===== src/rtl/serial_status_tx.sv =====
// Bit-serial status transmitter: shifts a WIDTH-bit word out MSB first over a
// ready/bit/ack handshake, aborting if the MBED stalls in either ack phase.
module serial_status_tx #(
   parameter int WIDTH        = 10,
   parameter int SETUP_CYCLES = 24,
   parameter int ACK_TIMEOUT  = 240000
) (
   input  logic             clk,
   input  logic             reset,
   input  logic             send,
   input  logic [WIDTH-1:0] word,
   input  logic             tx_ack,
   output logic             tx_ready,
   output logic             tx_bit,
   output logic             busy,
   output logic             done,
   output logic             timeout_err,
   output logic [1:0]       state_dbg
);
   localparam int TMAX = (SETUP_CYCLES > ACK_TIMEOUT) ? SETUP_CYCLES : ACK_TIMEOUT;
   localparam int TW   = $clog2(TMAX + 1);
   localparam int CW   = $clog2(WIDTH);

   localparam logic [TW-1:0] SETUP_LAST = TW'(SETUP_CYCLES);
   localparam logic [TW-1:0] ACK_LAST   = TW'(ACK_TIMEOUT - 1);
   localparam logic [CW-1:0] CNT_INIT   = CW'(WIDTH - 1);

   typedef enum logic [1:0] {
      IDLE    = 2'd0,
      SETUP   = 2'd1,
      WAIT_HI = 2'd2,
      WAIT_LO = 2'd3
   } state_t;

   state_t           state_q;
   logic             ack_m_q;
   logic             ack_s_q;
   logic [WIDTH-1:0] shift_q;
   logic [WIDTH-1:0] shift_d;
   logic [CW-1:0]    cnt_q;
   logic [TW-1:0]    timer_q;
   logic [TW-1:0]    timer_d;
   logic             tx_ready_q;
   logic             tx_bit_q;
   logic             busy_q;
   logic             done_q;
   logic             timeout_q;

   assign shift_d = shift_q << 1;
   assign timer_d = timer_q + 1'b1;

   // The timer is shared: it counts the bit setup time in SETUP and the ack wait
   // in WAIT_HI/WAIT_LO, clearing on every state entry so it can never wrap.
   always_ff @(posedge clk) begin
      if (reset) begin
         state_q    <= IDLE;
         ack_m_q    <= 1'b0;
         ack_s_q    <= 1'b0;
         shift_q    <= '0;
         cnt_q      <= '0;
         timer_q    <= '0;
         tx_ready_q <= 1'b0;
         tx_bit_q   <= 1'b0;
         busy_q     <= 1'b0;
         done_q     <= 1'b0;
         timeout_q  <= 1'b0;
      end else begin
         ack_m_q   <= tx_ack;
         ack_s_q   <= ack_m_q;
         done_q    <= 1'b0;
         timeout_q <= 1'b0;
         case (state_q)
            IDLE: begin
               if (send) begin
                  shift_q  <= word;
                  cnt_q    <= CNT_INIT;
                  tx_bit_q <= word[WIDTH-1];
                  busy_q   <= 1'b1;
                  timer_q  <= '0;
                  state_q  <= SETUP;
               end
            end
            SETUP: begin
               if (timer_q == SETUP_LAST) begin
                  tx_ready_q <= 1'b1;
                  timer_q    <= '0;
                  state_q    <= WAIT_HI;
               end else begin
                  timer_q <= timer_d;
               end
            end
            WAIT_HI: begin
               if (ack_s_q) begin
                  tx_ready_q <= 1'b0;
                  timer_q    <= '0;
                  state_q    <= WAIT_LO;
               end else if (timer_q == ACK_LAST) begin
                  tx_ready_q <= 1'b0;
                  tx_bit_q   <= 1'b0;
                  busy_q     <= 1'b0;
                  timeout_q  <= 1'b1;
                  timer_q    <= '0;
                  state_q    <= IDLE;
               end else begin
                  timer_q <= timer_d;
               end
            end
            WAIT_LO: begin
               // tx_bit only moves here, with ready low and ack low, so the MBED
               // always sees a settled bit.
               if (!ack_s_q) begin
                  timer_q <= '0;
                  if (cnt_q == '0) begin
                     done_q   <= 1'b1;
                     busy_q   <= 1'b0;
                     tx_bit_q <= 1'b0;
                     state_q  <= IDLE;
                  end else begin
                     shift_q  <= shift_d;
                     tx_bit_q <= shift_q[WIDTH-2];
                     cnt_q    <= cnt_q - 1'b1;
                     state_q  <= SETUP;
                  end
               end else if (timer_q == ACK_LAST) begin
                  tx_ready_q <= 1'b0;
                  tx_bit_q   <= 1'b0;
                  busy_q     <= 1'b0;
                  timeout_q  <= 1'b1;
                  timer_q    <= '0;
                  state_q    <= IDLE;
               end else begin
                  timer_q <= timer_d;
               end
            end
            default: state_q <= IDLE;
         endcase
      end
   end

   assign tx_ready    = tx_ready_q;
   assign tx_bit      = tx_bit_q;
   assign busy        = busy_q;
   assign done        = done_q;
   assign timeout_err = timeout_q;
   assign state_dbg   = state_q;

endmodule


===== config.mk =====
export PLATFORM = sky130hd
export DESIGN_NAME = serial_status_tx
export DESIGN_NICKNAME = d
export VERILOG_FILES = /design/src/rtl/serial_status_tx.sv
export SDC_FILE = /design/constraint.sdc
export NUM_CORES = 1
export LEC_CHECK = 0
export CORE_MARGIN = 3
export CORE_UTILIZATION = 51
export DETAILED_ROUTE_END_ITERATION = 10
export MAX_ROUTING_LAYER = met4
export PLACE_DENSITY = 0.85
export SETUP_SLACK_MARGIN = 0.2
export SLEW_MARGIN = 20
export SYNTH_ARGS = -nofsm -noshare
export SYNTH_HDL_FRONTEND = slang
export SYNTH_SLANG_ARGS = --single-unit

===== constraint.sdc =====
create_clock -name clk -period 2.1 [get_ports clk]
set_input_delay 0.21 -clock clk [delete_from_list [all_inputs] [get_ports clk]]
set_output_delay 0.21 -clock clk [all_outputs]
set_load 0.03 [all_outputs]

# Word level (Yosys, flattened, before mapping)
# Cells that the tools add are included.
# word_totals
reg_bits	40
output_inout_bits	7
in_bits	14
# op_classes
n_eq_ne	12
bitwise_logic	1
reduce_logical	11
add_sub_neg	2
n_mux	43
# ops
op	n
2-to-1 mux 18 bit	5
one-hot mux 18 bit (4 select lines)	1
2-to-1 mux 9 bit	3
2-to-1 mux 1 bit	19
adder 18 x 1 -> 18 bit (second input constant)	1
== test 18 bit (second input constant)	1
== test 18 x 5 -> 1 bit (second input constant)	1
one-hot mux 9 bit (2 select lines)	1
2-to-1 mux 4 bit	3
inequality test 2 bit (second input constant)	6
2-to-1 mux 2 bit	5
one-hot mux 1 bit (3 select lines)	3
one-hot mux 2 bit (4 select lines)	1
one-hot mux 4 bit (2 select lines)	1
AND reduction 4 bit	2
AND reduction 3 bit	2
nonzero test 3 bit	2
== test 2 bit (second input constant)	2
logical NOT 4 bit	1
subtractor 4 x 1 -> 4 bit (second input constant)	1
inequality test 3 bit (second input constant)	1
OR reduction 3 bit	1
== test 2 x 1 -> 1 bit (second input constant)	1
logical NOT 2 bit	1
4 further kinds	4

# Longest topological paths before layout
# Gate-level depths: netlist of the first run.
# logic_depth
word_depth	4
depth_mapped	9
depth_no_buf	7

# Least setup slack after synthesis of the first run
# Ideal clock, no wire load.
# synth_timing
path_type	flip-flop to flip-flop
start	register state_q[1] (netlist: state_dbg[1])
end	register cnt_q[0]
stages_incl_launch_ff	9
t_arrival_ns	1.845
setup_ns	0.086
slack_ns	0.170
cell_sequence	dfxtp_1 > buf_2 > nand2_1 > or3_1 > nand2b_1 > buf_2 > buf_4 > nor2_1 > a211oi_1
# synth_between
elab_chain_len	3
# synth_rtl
item	line_no	rtl
start: declaration	35	state_t state_q;
start signal: assignment	56	state_q <= IDLE;
start signal: assignment	80	state_q <= SETUP;
start signal: assignment	87	state_q <= WAIT_HI;
== test 2 bit or logical NOT 2 bit (tied branches)	72	case (state_q)
inequality test 2 bit (no line) or nonzero test 2 bit (tied branches)	--	
AND reduction 4 bit (no line)	--	
end signal: assignment	121	cnt_q <= cnt_q - 1'b1;
end: declaration	40	logic [CW-1:0] cnt_q;
# Several ways; a longest one is shown, not always the timed one.
# A chain may end at the register's enable or synchronous reset.

# Worst setup path in the final report of the first run
# layout_timing
start	register timer_q[5]
end	register timer_q[17]
# layout_between
elab_chain_len	4
# layout_rtl
item	line_no	rtl
start: declaration	41	logic [TW-1:0] timer_q;
start signal: assignment	89	timer_q <= timer_d;
start signal: assignment	105	timer_q <= timer_d;
start signal: assignment	132	timer_q <= timer_d;
adder 18 x 1 -> 18 bit or == test 18 bit (tied branches)	50, 97, 124	
2-to-1 mux 18 bit	97, 124	
2-to-1 mux 18 bit, on equally long branches	111, 93	
one-hot mux 18 bit (4 select lines) *	72	
# Every way passes the cells marked *; elsewhere a longest branch is shown, timed or not.

==> flow_metrics.env, run 1 <==
export IMPL_grt_pass1_wl_mm=8.93
export IMPL_synth_top_cell_area_share_pct=38.0
export IMPL_critPathRequiredTime_ns=2.34
export IMPL_endpoint_kind="register"
export IMPL_synth_warning_count=0
export IMPL_slew_headroom_pct=55.5
export IMPL_dp_hpwl_mm=3.45
export IMPL_hold_end="ack_s_q"
export IMPL_cts_hold_buf=0
export IMPL_die_height_um=70.3
export IMPL_drt_wirelength_per_cell_um=15.5
export IMPL_timing_rr_end="timer_q[17]"
export IMPL_die_area_um2=4940
export IMPL_dr_total_vias=2105
export IMPL_ios=21
export IMPL_p_leak_nw=0.953
export IMPL_cts_made_buffers=5
export IMPL_rr_worst_depth=5
export IMPL_core_rowCount=22
export IMPL_hold_start="ack_m_q"
export IMPL_chipWidth_um=70.3
export IMPL_p_per_area_nw_per_um2=648
export IMPL_io_buffers=20
export IMPL_crit_type="register to register"
export IMPL_cts_sinks=40
export IMPL_start_kind="register"
export IMPL_avgSynthCellArea_um2=7.81
export IMPL_fin_worst_skew_ns=0.00330
export IMPL_antenna_cells=0
export IMPL_grt_overflow_total=0
export IMPL_dr_pass1_iters=5
export IMPL_clk_path_buf_depth=2
export IMPL_async_flop_share_pct=0
export IMPL_gp_congestion=0.919
export IMPL_fin_setup_tns_ns=0
export IMPL_synth_area_um2=2110
export IMPL_drive_gt1_share_pct=20.7
export IMPL_wl_mm=5.47
export IMPL_floorplan_initialDensity_pct=55.1
export IMPL_min_path_type="register to register"
export IMPL_area_growth_pct=30.7
export IMPL_hold_depth=1
export IMPL_post_route_period_util_pct=89.8
export IMPL_final_max_slew_violation_count=0
export IMPL_via_per_inst=5.96
export IMPL_drt_iter0_markers=173
export IMPL_core_area_um2=3830
export IMPL_yosysTopAreaCell="dfxtp_1"
export IMPL_ys_flop_type="dfxtp_1"
export IMPL_grt_max_degree=20
export IMPL_vdd_drop_max_mv=0.501
export IMPL_antenna_found_initial=0
export IMPL_groute_usage_overall_pct=23.4
export IMPL_pre_cts_ws_ns=0.103
export IMPL_synth_edf_count=0
export IMPL_syn_inst=270
export IMPL_r2r_start="timer_q[5]"
export IMPL_syn_num_nets=288
export IMPL_fmax_ghz=0.530
export IMPL_ff2ff_setup_slack_ns=0.21
export IMPL_insertion_delay_ns=0.30
export IMPL_synthDistinctLibCells=45
export IMPL_synth_seq_area_share_pct=38.0
export IMPL_ant_nets=0
export IMPL_rsz0062_at_grt="true"
export IMPL_drv_cap=0
export IMPL_synth_seq_cells=40
export IMPL_cp_max_fo=8
export IMPL_setup_viol=0
export IMPL_h_tree_depth=2
export IMPL_cts_tree="done"
export IMPL_clockRootBuffer="clkbuf_8"
export IMPL_status="finished clean"
export IMPL_ys_top_cells_by_area="dfxtp_1, nand2_1, nor2_1"
export IMPL_drcViolationCount=0
export IMPL_setup_ws_ns=0.214
export IMPL_cp_arrival_ns=2.12
export IMPL_whs_ns=0.452
export IMPL_hold_viol=0
export IMPL_clk_pin_slew_ns=0.08
export IMPL_fin_nets=322
export IMPL_fin_util_pct=72.0
export IMPL_grt_pass1_vias=1855
export IMPL_min_period_ns=1.89
export IMPL_tightest_slew_ns=0.662
==> synth_stat cells (2+ instances only) <==
master and n:
nor4b_1 2, xor2_1 3, nand3_1 18, and4_1 2
nor4_1 3, inv_1 10, nand2_1 34, a311oi_1 8
nor3b_1 2, nor3_1 8, o31ai_1 7, ha_1 4
clkbuf_1 15, a31oi_1 2, a211oi_1 3, nor2b_1 3
nand4_1 3, nand2b_1 4, nor2_1 29, a21oi_1 16
o22ai_1 6, and2_1 3, or3_1 6, or4_4 2
o21ai_0 10, buf_2 3, xnor2_1 7, dfxtp_1 40
==> repair_timing <==
action                     in CTS  in global routing
resized for setup              16                 16
pin swaps                       5                  7
setup endpoints to repair      24                 30
buffers inserted                2                  3
==> cells in the final DEF (no fill, tap or decap), types with 4 or more instances in the layout <==
cell type / n
dfxtp_2: 5
clkbuf_8: 5
inv_1: 9
dfxtp_1: 33
nor3_1: 7
nor2_1: 29
or3_1: 5
buf_4: 23
xnor2_1: 7
nand2_1: 34
o22ai_1: 4
a21oi_1: 14
clkdlybuf4s50_1: 20
a311oi_1: 8
nand3_1: 17
o21ai_0: 10
o31ai_1: 7
==> cell families (layout without fill, tap and decap cells) <==
kind of cell / Yosys count / after routing / share of synthesized area [%]
xor gates and xnor gates: 10 / 10 / 4.15
DFF: 40 / 40 / 38.0
AOI/OAI and AO/OA: 61 / 61 / 19.2
and+or+nand+nor: 126 / 126 / 30.8
adders and majority gates: 4 / 4 / 2.37
buffers and inverters: 29 / 64 / 5.52
==> per-layer routing <==
metal | GRT usage (%) | share of wire [%] | vias up
met2 | 33.8 | 47 | 86
li1 | - | - | 1032
met4 | 11.1 | 2.2 | 0
met3 | 6.33 | 7.4 | 12
met5 | - | 0 | -
met1 | 30.3 | 43 | 975
==> stage by stage <==
step                cell area, um^2  instances  power (mW)
detailed placement             2460        340        1.13
finish                         2760        353        1.79
floorplan                      2110        270        1.01
global placement               2460        340        1.12
CTS                            2670        350        1.77
global route                   2760        353        1.87
==> flip-flops by register name, summed over array words and instances (netlist names), 2 cells and up <==
register,flops
timer_q,18
shift_q,9
cnt_q,4
state_dbg,2
==> worst max path at each step <==
stage,slack [ns],end,startpoint,cells after the start
2_1_floorplan,0.21,timer_q[0],timer_q[1],6
3_3_place_gp,0.16,state_dbg[1],timer_q[0],7
3_5_place_dp,0.10,shift_q[3],cnt_q[0],8
4_1_cts,0.21,shift_q[3],cnt_q[0],8
5_1_grt,0.14,timer_q[4],timer_q[0],8
6_report,0.21,timer_q[17],timer_q[5],5
==> worst max-delay path: stages (launching register included) <==
cell and delay [ns]:
dfxtp_1 0.42, nand3_1 0.29, nand2b_1 0.43, nor4_2 0.41
o22ai_4 0.12, a21oi_2 0.15
==> final cells by class <==
class,count,area [um^2]
Clock inverter,3,42.5
Sequential cell,40,815
Multi-Input combinational cell,201,1320
Timing Repair Buffer,46,415
Inverter,10,37.5
Fill cell,282,1070
Tap cell,48,60.1
Clock buffer,5,68.8
==> power by group <==
group / switching, mW / total (mW) / internal, mW
Sequential: 0.0414 / 0.840 / 0.798
Clock: 0.281 / 0.632 / 0.351
Combinational: 0.167 / 0.313 / 0.146
Total: 0.489 / 1.79 / 1.30
(Power assumes the default switching activity.)
==> run 2, diff against run 1 <==
==> constraint.sdc (replaced) <==
create_clock -name clk -period 2.14 [get_ports clk]
set_input_delay 0.214 -clock clk [delete_from_list [all_inputs] [get_ports clk]]
set_output_delay 0.214 -clock clk [all_outputs]
set_load 0.03 [all_outputs]
==> run 2 against run 1 <==
Effect of this change: utilization down 2.4 points; critical path depth grew 2; non-clock buffer count is 4 lower; clock skew increased by 0.0022 ns; setup slack worse by 0.059 ns; clock power fell by 18%; register-to-register slack got worse by 0.06 ns.
==> flow_metrics.env, run 2 (synthesis gave the netlist of run 1 again) <==
export IMPL_start_kind="register"
export IMPL_final_cell_mix="nand2_1, dfxtp_1, nor2_1"
export IMPL_tightest_slew_ns=0.640
export IMPL_fin_worst_skew_ns=0.00552
export IMPL_clk_path_buf_depth=2
export IMPL_top_register="timer_q"
export IMPL_slew_headroom_pct=56.9
export IMPL_via_per_inst=6.26
export IMPL_fmax_ghz=0.504
export IMPL_p_leak_nw=0.962
export IMPL_status="finished clean"
export IMPL_multi_input_area_um2=1300
export IMPL_vdd_drop_max_mv=0.353
export IMPL_groute_usage_overall_pct=22.1
export IMPL_clockRootBuffer="clkbuf_8"
export IMPL_placedCellCount=337
export IMPL_final_max_slew_violation_count=0
export IMPL_seq_area_um2=808
export IMPL_core_rowCount=22
export IMPL_p_int_mw=1.19
export IMPL_cts_sinks=40
export IMPL_cts_made_buffers=5
export IMPL_die_height_um=70.3
export IMPL_gp_congestion=0.955
export IMPL_dp_hpwl_mm=3.54
export IMPL_design_area_um2=2660
export IMPL_clk_pin_slew_ns=0.08
export IMPL_fin_nets=318
export IMPL_drcViolationCount=0
export IMPL_drv_cap=0
export IMPL_drive_gt1_share_pct=18.3
export IMPL_area_growth_pct=26.3
export IMPL_core_area_um2=3830
export IMPL_pwr_share_seq_pct=49.6
export IMPL_fillCellCount=291
export IMPL_insertion_delay_ns=0.29
export IMPL_placed_cell_area_um2=2430
export IMPL_grt_max_degree=18
export IMPL_io_buffers=20
export IMPL_chipWidth_um=70.3
export IMPL_ios=21
export IMPL_endpoint_kind="register"
export IMPL_grt_pass1_wl_mm=8.75
export IMPL_setup_viol=0
export IMPL_min_path_type="register to register"
export IMPL_switchingPower_mw=0.459
export IMPL_drt_iter0_markers=244
export IMPL_crit_type="register to register"
export IMPL_fin_util_pct=69.6
export IMPL_wl_mm=5.48
export IMPL_die_area_um2=4940
export IMPL_reg_largest_list="timer_q x18, shift_q x9, cnt_q x4"
export IMPL_ant_nets=0
export IMPL_grt_overflow_total=0
export IMPL_floorplan_initialDensity_pct=55.1
export IMPL_comb_power_share_pct=18.8
export IMPL_total_power_mw=1.65
export IMPL_antenna_cells=0
export IMPL_largest_reg_flops=18
export IMPL_dr_pass1_iters=5
export IMPL_post_route_period_util_pct=92.7
export IMPL_clkPwrFrac_pct=31.6
export IMPL_rsz0062_at_grt="true"
export IMPL_antenna_found_initial=0
export IMPL_dr_total_vias=2186
export IMPL_cp_max_fo=5
export IMPL_critPathRequiredTime_ns=2.35
export IMPL_switching_share_pct=27.9
export IMPL_p_per_area_nw_per_um2=618
export IMPL_cp_arrival_ns=2.19
export IMPL_grt_pass1_vias=1947
export IMPL_stdcell_count=349
export IMPL_hold_viol=0
export IMPL_fin_setup_tns_ns=0
export IMPL_cts_tree="done"
export IMPL_h_tree_depth=2
export IMPL_drt_wirelength_per_cell_um=15.7
export IMPL_min_period_ns=1.98
==> run 2: critical path: stages, from the launching register on <==
cell	delay, ns
dfxtp_2	0.33
inv_2	0.07
ha_4	0.12
or4bb_4	0.46
nor3_4	0.19
a31oi_4	0.17
or3_1	0.37
a211oi_2	0.20
==> run 2: timing repair <==
action | CTS | global route
cloned | 0 | 1
setup endpoints to repair | 19 | 31
pin swaps | 3 | 9
setup buffers | 1 | 2
hold buffers | 0 | 0
resized for setup | 12 | 18
==> run 2: metal layers <==
metal  GRT usage (%)  vias to the layer above  part of all wire (%)
met1            29.1                     1030                    44
met5               -                        -                     0
met3            5.04                       15                   7.0
li1                -                     1025                     -
met2            32.6                      116                    47
met4            9.15                        0                   1.9
==> run 2: power by group through the flow <==
stage                     Combinational [mW]  Sequential [mW]  Clock [mW]
after floorplan                        0.159            0.831           0
after global placement                 0.260            0.827           0
after detailed placement               0.267            0.828           0
after CTS                              0.283            0.813       0.523
after global routing                   0.338            0.822       0.554
final                                  0.309            0.817       0.520
==> run 2: per-stage QoR <==
stage                     worst slack, ns  hold slack, ns
after floorplan                     0.210           0.342
after global placement              0.207           0.433
after detailed placement            0.114           0.453
after CTS                           0.159           0.463
after global routing                0.112           0.475
final                               0.156           0.455
==> run 2: final cells by class <==
type | instances | share of cell area, %
Inverter | 10 | 1.41
Sequential cell | 40 | 30.3
Multi-Input combinational cell | 201 | 48.7
Tap cell | 48 | 2.25
Timing Repair Buffer | 42 | 13.9
Clock buffer | 8 | 3.38
==> run 2: path summary, 6_finish.rpt <==
check,cells after the start,startpoint,slack (ns),end
max reg2reg,7,timer_q[1],0.16,state_dbg[1]
min,1,ack_m_q,0.46,ack_s_q
min reg2reg,1,ack_m_q,0.46,ack_s_q
max,7,timer_q[1],0.16,state_dbg[1]
